File: src/rtl/blocking_port_arbiter.sv
// Round-robin arbiter sharing one blocking output port among N blocking inputs.
// One word per grant: ARB picks a winner, READ takes its word, WRITE offers it.
module blocking_port_arbiter #(
    parameter int N = 4,
    parameter int W = 32
) (
    input  logic                 clk,
    input  logic                 rst,
    input  logic [N*W-1:0]       in_data,
    input  logic [N-1:0]         in_sync,
    output logic [N-1:0]         in_notify,
    output logic [W-1:0]         out_data,
    output logic [$clog2(N)-1:0] out_src,
    input  logic                 out_sync,
    output logic                 out_notify
);

    localparam int PW = $clog2(N);
    localparam logic [PW-1:0] LAST = PW'(N - 1);

    localparam logic [1:0] ARB   = 2'd0;
    localparam logic [1:0] READ  = 2'd1;
    localparam logic [1:0] WRITE = 2'd2;

    logic [1:0]    state;
    logic [PW-1:0] ptr;
    logic [PW-1:0] winner;
    logic [PW-1:0] pick;
    logic          found;

    // Scan from ptr upward with wrap; the first pending requester wins.
    always_comb begin
        found = 1'b0;
        pick  = '0;
        for (int k = 0; k < N; k++) begin
            int j;
            logic [PW-1:0] pj;
            j = int'(ptr) + k;
            if (j >= N) j = j - N;
            pj = PW'(j);
            if (!found && in_sync[pj]) begin
                found = 1'b1;
                pick  = pj;
            end
        end
    end

    always_ff @(posedge clk or posedge rst) begin
        if (rst) begin
            state      <= ARB;
            ptr        <= '0;
            winner     <= '0;
            in_notify  <= '0;
            out_notify <= 1'b0;
            out_data   <= '0;
            out_src    <= '0;
        end else begin
            case (state)
                ARB: begin
                    if (found) begin
                        winner    <= pick;
                        in_notify <= N'(1) << pick;
                        state     <= READ;
                    end
                end
                READ: begin
                    if (in_sync[winner]) begin
                        out_data   <= in_data[winner*W +: W];
                        out_src    <= winner;
                        in_notify  <= '0;
                        out_notify <= 1'b1;
                        ptr        <= (winner == LAST) ? '0 : winner + 1'b1;
                        state      <= WRITE;
                    end
                end
                WRITE: begin
                    if (out_sync) begin
                        out_notify <= 1'b0;
                        state      <= ARB;
                    end
                end
                default: begin
                    in_notify  <= '0;
                    out_notify <= 1'b0;
                    state      <= ARB;
                end
            endcase
        end
    end

endmodule

File: config.mk
export PLATFORM = sky130hd
export DESIGN_NAME = blocking_port_arbiter
export DESIGN_NICKNAME = d
export VERILOG_FILES = /design/src/rtl/blocking_port_arbiter.sv
export SDC_FILE = /design/constraint.sdc
export NUM_CORES = 1
export LEC_CHECK = 0
export ABC_AREA = 1
export CORE_MARGIN = 1
export CORE_UTILIZATION = 42
export CTS_BUF_LIST = sky130_fd_sc_hd__clkbuf_2 sky130_fd_sc_hd__clkbuf_4 sky130_fd_sc_hd__clkbuf_8
export DETAILED_ROUTE_END_ITERATION = 16
export PLACE_DENSITY = 0.88
export SYNTH_ARGS = -nofsm -noshare
export SYNTH_HDL_FRONTEND = slang
export SYNTH_SLANG_ARGS = --single-unit
File: constraint.sdc
create_clock -name clk -period 3.55 [get_ports clk]
set_input_delay 0.71 -clock clk [delete_from_list [all_inputs] [get_ports clk]]
set_output_delay 0.71 -clock clk [all_outputs]
set_load 0.01 [all_outputs]
# Word-level counts from Yosys, hierarchy flattened
# Cells that the tools add are included.
# word_totals
reg_bits,45
input_bits,135
# classes
bitwise_logic,2
addsub,8
n_eq_ne,6
mux,33
n_reduce_logical,12
n_shift,2
order_cmp,9
# op_table
op,count
128-bit by 8-bit variable part select with 32-bit output,1
2-bit 2-to-1 mux,12
"2-bit by 3-bit less-than comparator with 1-bit output, second input constant",5
4-bit one-hot mux with 3 select lines,1
1-bit 2-to-1 mux,11
1-bit binary-select mux with 2-bit select,5
"3-bit >= comparator, second input constant",3
3-bit AND reduction,3
4-bit 2-to-1 mux,2
"2-bit by 1-bit subtractor with 2-bit output, second input constant",4
"2-bit by 2-bit adder with 3-bit output, second input constant",2
"2-bit inequality test, second input constant",3
2-bit one-hot mux with 3 select lines,1
"2-bit equality test, second input constant",2
2-bit AND reduction,2
"1-bit by 2-bit left shift with 4-bit output, first input constant",1
"2-bit by 1-bit adder with 3-bit output, second input constant",1
"2-bit by 3-bit >= comparator with 1-bit output, second input constant",1
1-bit logical AND,3
1-bit zero test,3
1-bit one-hot mux with 3 select lines,1
"2-bit by 1-bit adder with 2-bit output, second input constant",1
"2-bit by 1-bit equality test with 1-bit output, second input constant",1
2-bit zero test,1
1-bit inverter,2

# Logic depth before layout (Yosys ltp)
# depth
depth_word,17
ltp_mapped,12

# Least setup slack after synthesis
# Ideal clock, no wire load.
# synth_path
path_type,input to register
startpoint,in in_sync[1]
endpoint,reg out_data[10]
required_ns,3.425
t_arrival_ns,1.587
n_path_buf,1
path_stages,7
setup_slack_ns,1.839
path_cell_list,inv_1 > nand2_1 > o211ai_1 > o21ai_2 > nand2_2 > buf_6 > mux2_2
# synth_between
elab_chain_cells,3
# synth_rtl
element,line_no,rtl
"start, declared",10,"input logic [N-1:0] in_sync,"
1-bit binary-select mux with 2-bit select,67,if (in_sync[winner]) begin
1-bit 2-to-1 mux (implied by the code),67,
2-bit AND reduction (no line),n/a,
"end signal, assigned",68,out_data <= in_data[winner*W +: W];
"end, declared",12,"output logic [W-1:0] out_data,"
# Every way passes these cells. The select of a mux whose other input is x is not followed.
# A chain may end at the register's enable or synchronous reset.

# Worst setup path in the final report
# layout_path
startpoint,in in_sync[1]
endpoint,reg ptr[0]
# layout_between
elab_chain_cells,3
# layout_rtl
element,line_no,rtl
1-bit binary-select mux with 2-bit select,67,
1-bit 2-to-1 mux (implied by the code),67,
2-bit AND reduction (no line),n/a,
"end signal, assigned",72,ptr <= (winner == LAST) ? '0 : winner + 1'b1;
"end, declared",26,logic [PW-1:0] ptr;
# Every way passes these cells. The select of a mux whose other input is x is not followed.

==> run metrics <==
status=finished, final reports clean; P per Cell Area=787 mW/mm^2; cts bufs inserted=5; WS Path Type=input port to flip-flop; routed len/inst=14.4 um; largest net degree at the start of global routing=66; clock sink total=45; port bufs=173; CTS tree=built; detailed placement HPWL=about 7000 um; type of origin of the critical path=input port; Worst EP required=3.75 ns; Placed Cells=629; # H-tree levels=2; Min-Delay Path Class=flip-flop to flip-flop; drc violations=0; CP startpoint=in_sync[1]; P&R area growth vs syn=62.1%; Largest stage delay, worst path=0.52 ns; vias in the first global route=3310; Fillers=~520; largest delay contributor family on the critical path=buffers and inverters; Hold Slack=0.496 ns; Die Ht=between 80 and 90 um; worst reg2reg endpoint=out_data[26]; Initial Util=43.9%; Critical R2R Launch=winner[1]; flops & latches, synth=45; WHS Endpoint=out_src[0]; DRT Wirelength=9170 um; DIE WIDTH=86.5 um; Avg Cell Area, Syn=7.89 um^2; most common cell after layout, fill and taps aside=clkdlybuf4s50_1; Worst-path clk slew=0.09 ns; Register-to-Register Path Depth=5; setup_tns=0 ns; Nets=676; kind of end point of the critical path=flip-flop; critical-path maximum fanout=40; DRC violation total after the first TritonRoute iteration=136; GP Congestion=between 0.8 and 0.9; commonest cells after routing, fill and taps aside=clkdlybuf4s50_1, nor2_1, o21ai_0; Syn Std Cell Area=between 0.002 and 0.003 mm^2; R2R Setup Slk=1.44 ns; worst min-delay path startpoint=out_src[0]; share of layout cells above drive strength 1=12.2%; GRT Resource Usage Total=24.8%; critical path data arrival time=2.66 ns; Worst VDD drop=~0.00032 V; Cells on Worst Hold Path=2; sequential fraction of the synthesis area=37.6%; Rows=30; setup bufs post-CTS=0; warning count from the yosys run=0; clock skew=0.00817 ns; Syn Nets=516; Final WS setup=1.09 ns; Fin. Hold Viols=0; first-pass GRT wire length=14500 um; CP max-delay cell=nand2_2; final core occ=71.1%; CTS Hold Bufs=0; final setup vio count=0; Final period util=69.4%; Syn Inst Count=380; Layout Cells excl Fill=637; # IOs=174; CP cell instances=clkdlybuf4s50_1 > inv_1 > nand2_1 > o211ai_1 > o21ai_2 > nand2_2 > buf_4 > o31ai_1; Pins Over Slew Limit=0; clk_lat worst skew=0.30 ns; via count=3317; initial antenna violation count=0; RSZ-0062 raised after global routing=false; static leakage=2.05 nW; ANT nets after route=0; Worst Path Buf+Inv=3; Via density=approximately 5.2; post-synthesis cell type count=28; root buf cell=clkbuf_8; fmax=406 MHz; Worst-Margin Slew=0.909 ns; maxcap violations=0; DR pass1 iterations=4; maximum buffer depth of the clock tree=2; # resized after CTS=0; Overflow after GRT=0; Placeable Area=between 0.006 and 0.007 mm^2; Slew headroom=39.3%; final worst path period need=around 2.5 ns; Die Area=0.00748 mm^2; pre-CTS setup slack=0.776 ns; diode count=0
==> cell families (layout without fill, tap and decap cells) <==
kind of cell	after synthesis	in the layout	synth area share (%)
buf+inv	39	200	6.14
mux	32	32	12.0
compound gates	111	111	20.9
fa+ha+maj	1	1	0.417
flops	45	45	37.6
simple gates	152	152	23.0
==> registers in the layout, summed over array words and instances, names as in the netlist <==
signal      cells
out_src         2
winner          2
out_notify      1
state           2
ptr             2
in_notify       4
out_data       32
==> area by class of cell <==
| class | count | area [um^2] | share of cell area (%) |
|---|---|---|---|
| Sequential cell | 45 | 1130 | 23.2 |
| Clock inverter | 1 | 5.00 | 0.103 |
| Inverter | 14 | 52.6 | 1.08 |
| Multi-Input combinational cell | 296 | 1690 | 34.7 |
| Timing Repair Buffer | 178 | 1770 | 36.4 |
| Clock buffer | 7 | 96.3 | 1.98 |
| Tap cell | 96 | 120 | 2.47 |
==> power breakdown <==
group / switching, W / internal [W] / total [W] / leakage (nW)
Combinational: 0.00132 / 0.00120 / 0.00252 / 1.45
Clock: 0.000173 / 0.000176 / 0.000349 / 0.0542
Sequential: 0.000181 / 0.000774 / 0.000955 / 0.543
Total: 0.00167 / 0.00215 / 0.00382 / 2.05
==> synthesized netlist by cell type <==
library cell / n / share of area, %
inv_1: 9 / 1.1
buf_6: 4 / 1.5
nand4_1: 2 / 0.42
ha_1: 1 / 0.42
buf_2: 6 / 1.0
mux2_1: 4 / 1.5
nand2_1: 50 / 6.3
nand3b_1: 3 / 0.75
mux2_2: 28 / 11
o22ai_1: 32 / 6.7
o21ai_4: 1 / 0.54
a21oi_1: 2 / 0.33
nor2_8: 1 / 0.67
nand3_1: 12 / 2.0
nand2_2: 7 / 1.5
o21ai_1: 2 / 0.33
o211ai_1: 2 / 0.50
dfrtp_1: 45 / 38
o21ai_2: 3 / 0.88
clkbuf_1: 14 / 1.8
inv_2: 5 / 0.63
nor2_1: 71 / 8.9
nand3_2: 1 / 0.33
o31ai_1: 1 / 0.25
nand3b_4: 1 / 0.67
o21ai_0: 68 / 11
buf_1: 1 / 0.13
nand2_4: 4 / 1.5
==> worst max-delay path by stage <==
| stage | to | slack (ns) | cells past startpoint |
|---|---|---|---|
| 2_1_floorplan | in_notify[0] | 1.78 | 1 |
| 3_3_place_gp | out_data[7] | 0.87 | 5 |
| 3_5_place_dp | ptr[0] | 0.78 | 8 |
| 4_1_cts | ptr[0] | 1.06 | 8 |
| 5_1_grt | ptr[0] | 0.91 | 8 |
| 6_report | ptr[0] | 1.09 | 8 |
==> metrics by stage <==
stage / total power, W / cell area, um^2
global placement: 0.00340 / 4760
global route: 0.00411 / 4860
finish: 0.00382 / 4860
CTS: 0.00385 / 4860
floorplan: 0.00257 / 3000
detailed placement: 0.00350 / 4760
==> tightest hold or removal path: cells and delay by family, from the launching register on <==
family	cells	cell delay, ns
flops	1	0.35
compound gates	1	0.06
simple gates	1	0.05
==> routing by layer <==
layer / routed length (um) / up-vias / share of wire, % / track usage (%)
li1: - / 1629 / - / -
met2: 4670 / 141 / 51 / 47.0
met1: 3480 / 1520 / 38 / 25.9
met3: 736 / 27 / 8.0 / 6.76
met4: 291 / 0 / 3.2 / 9.55
met5: 0 / - / 0 / 0
Note: power is estimated with default switching activity, not from simulation.
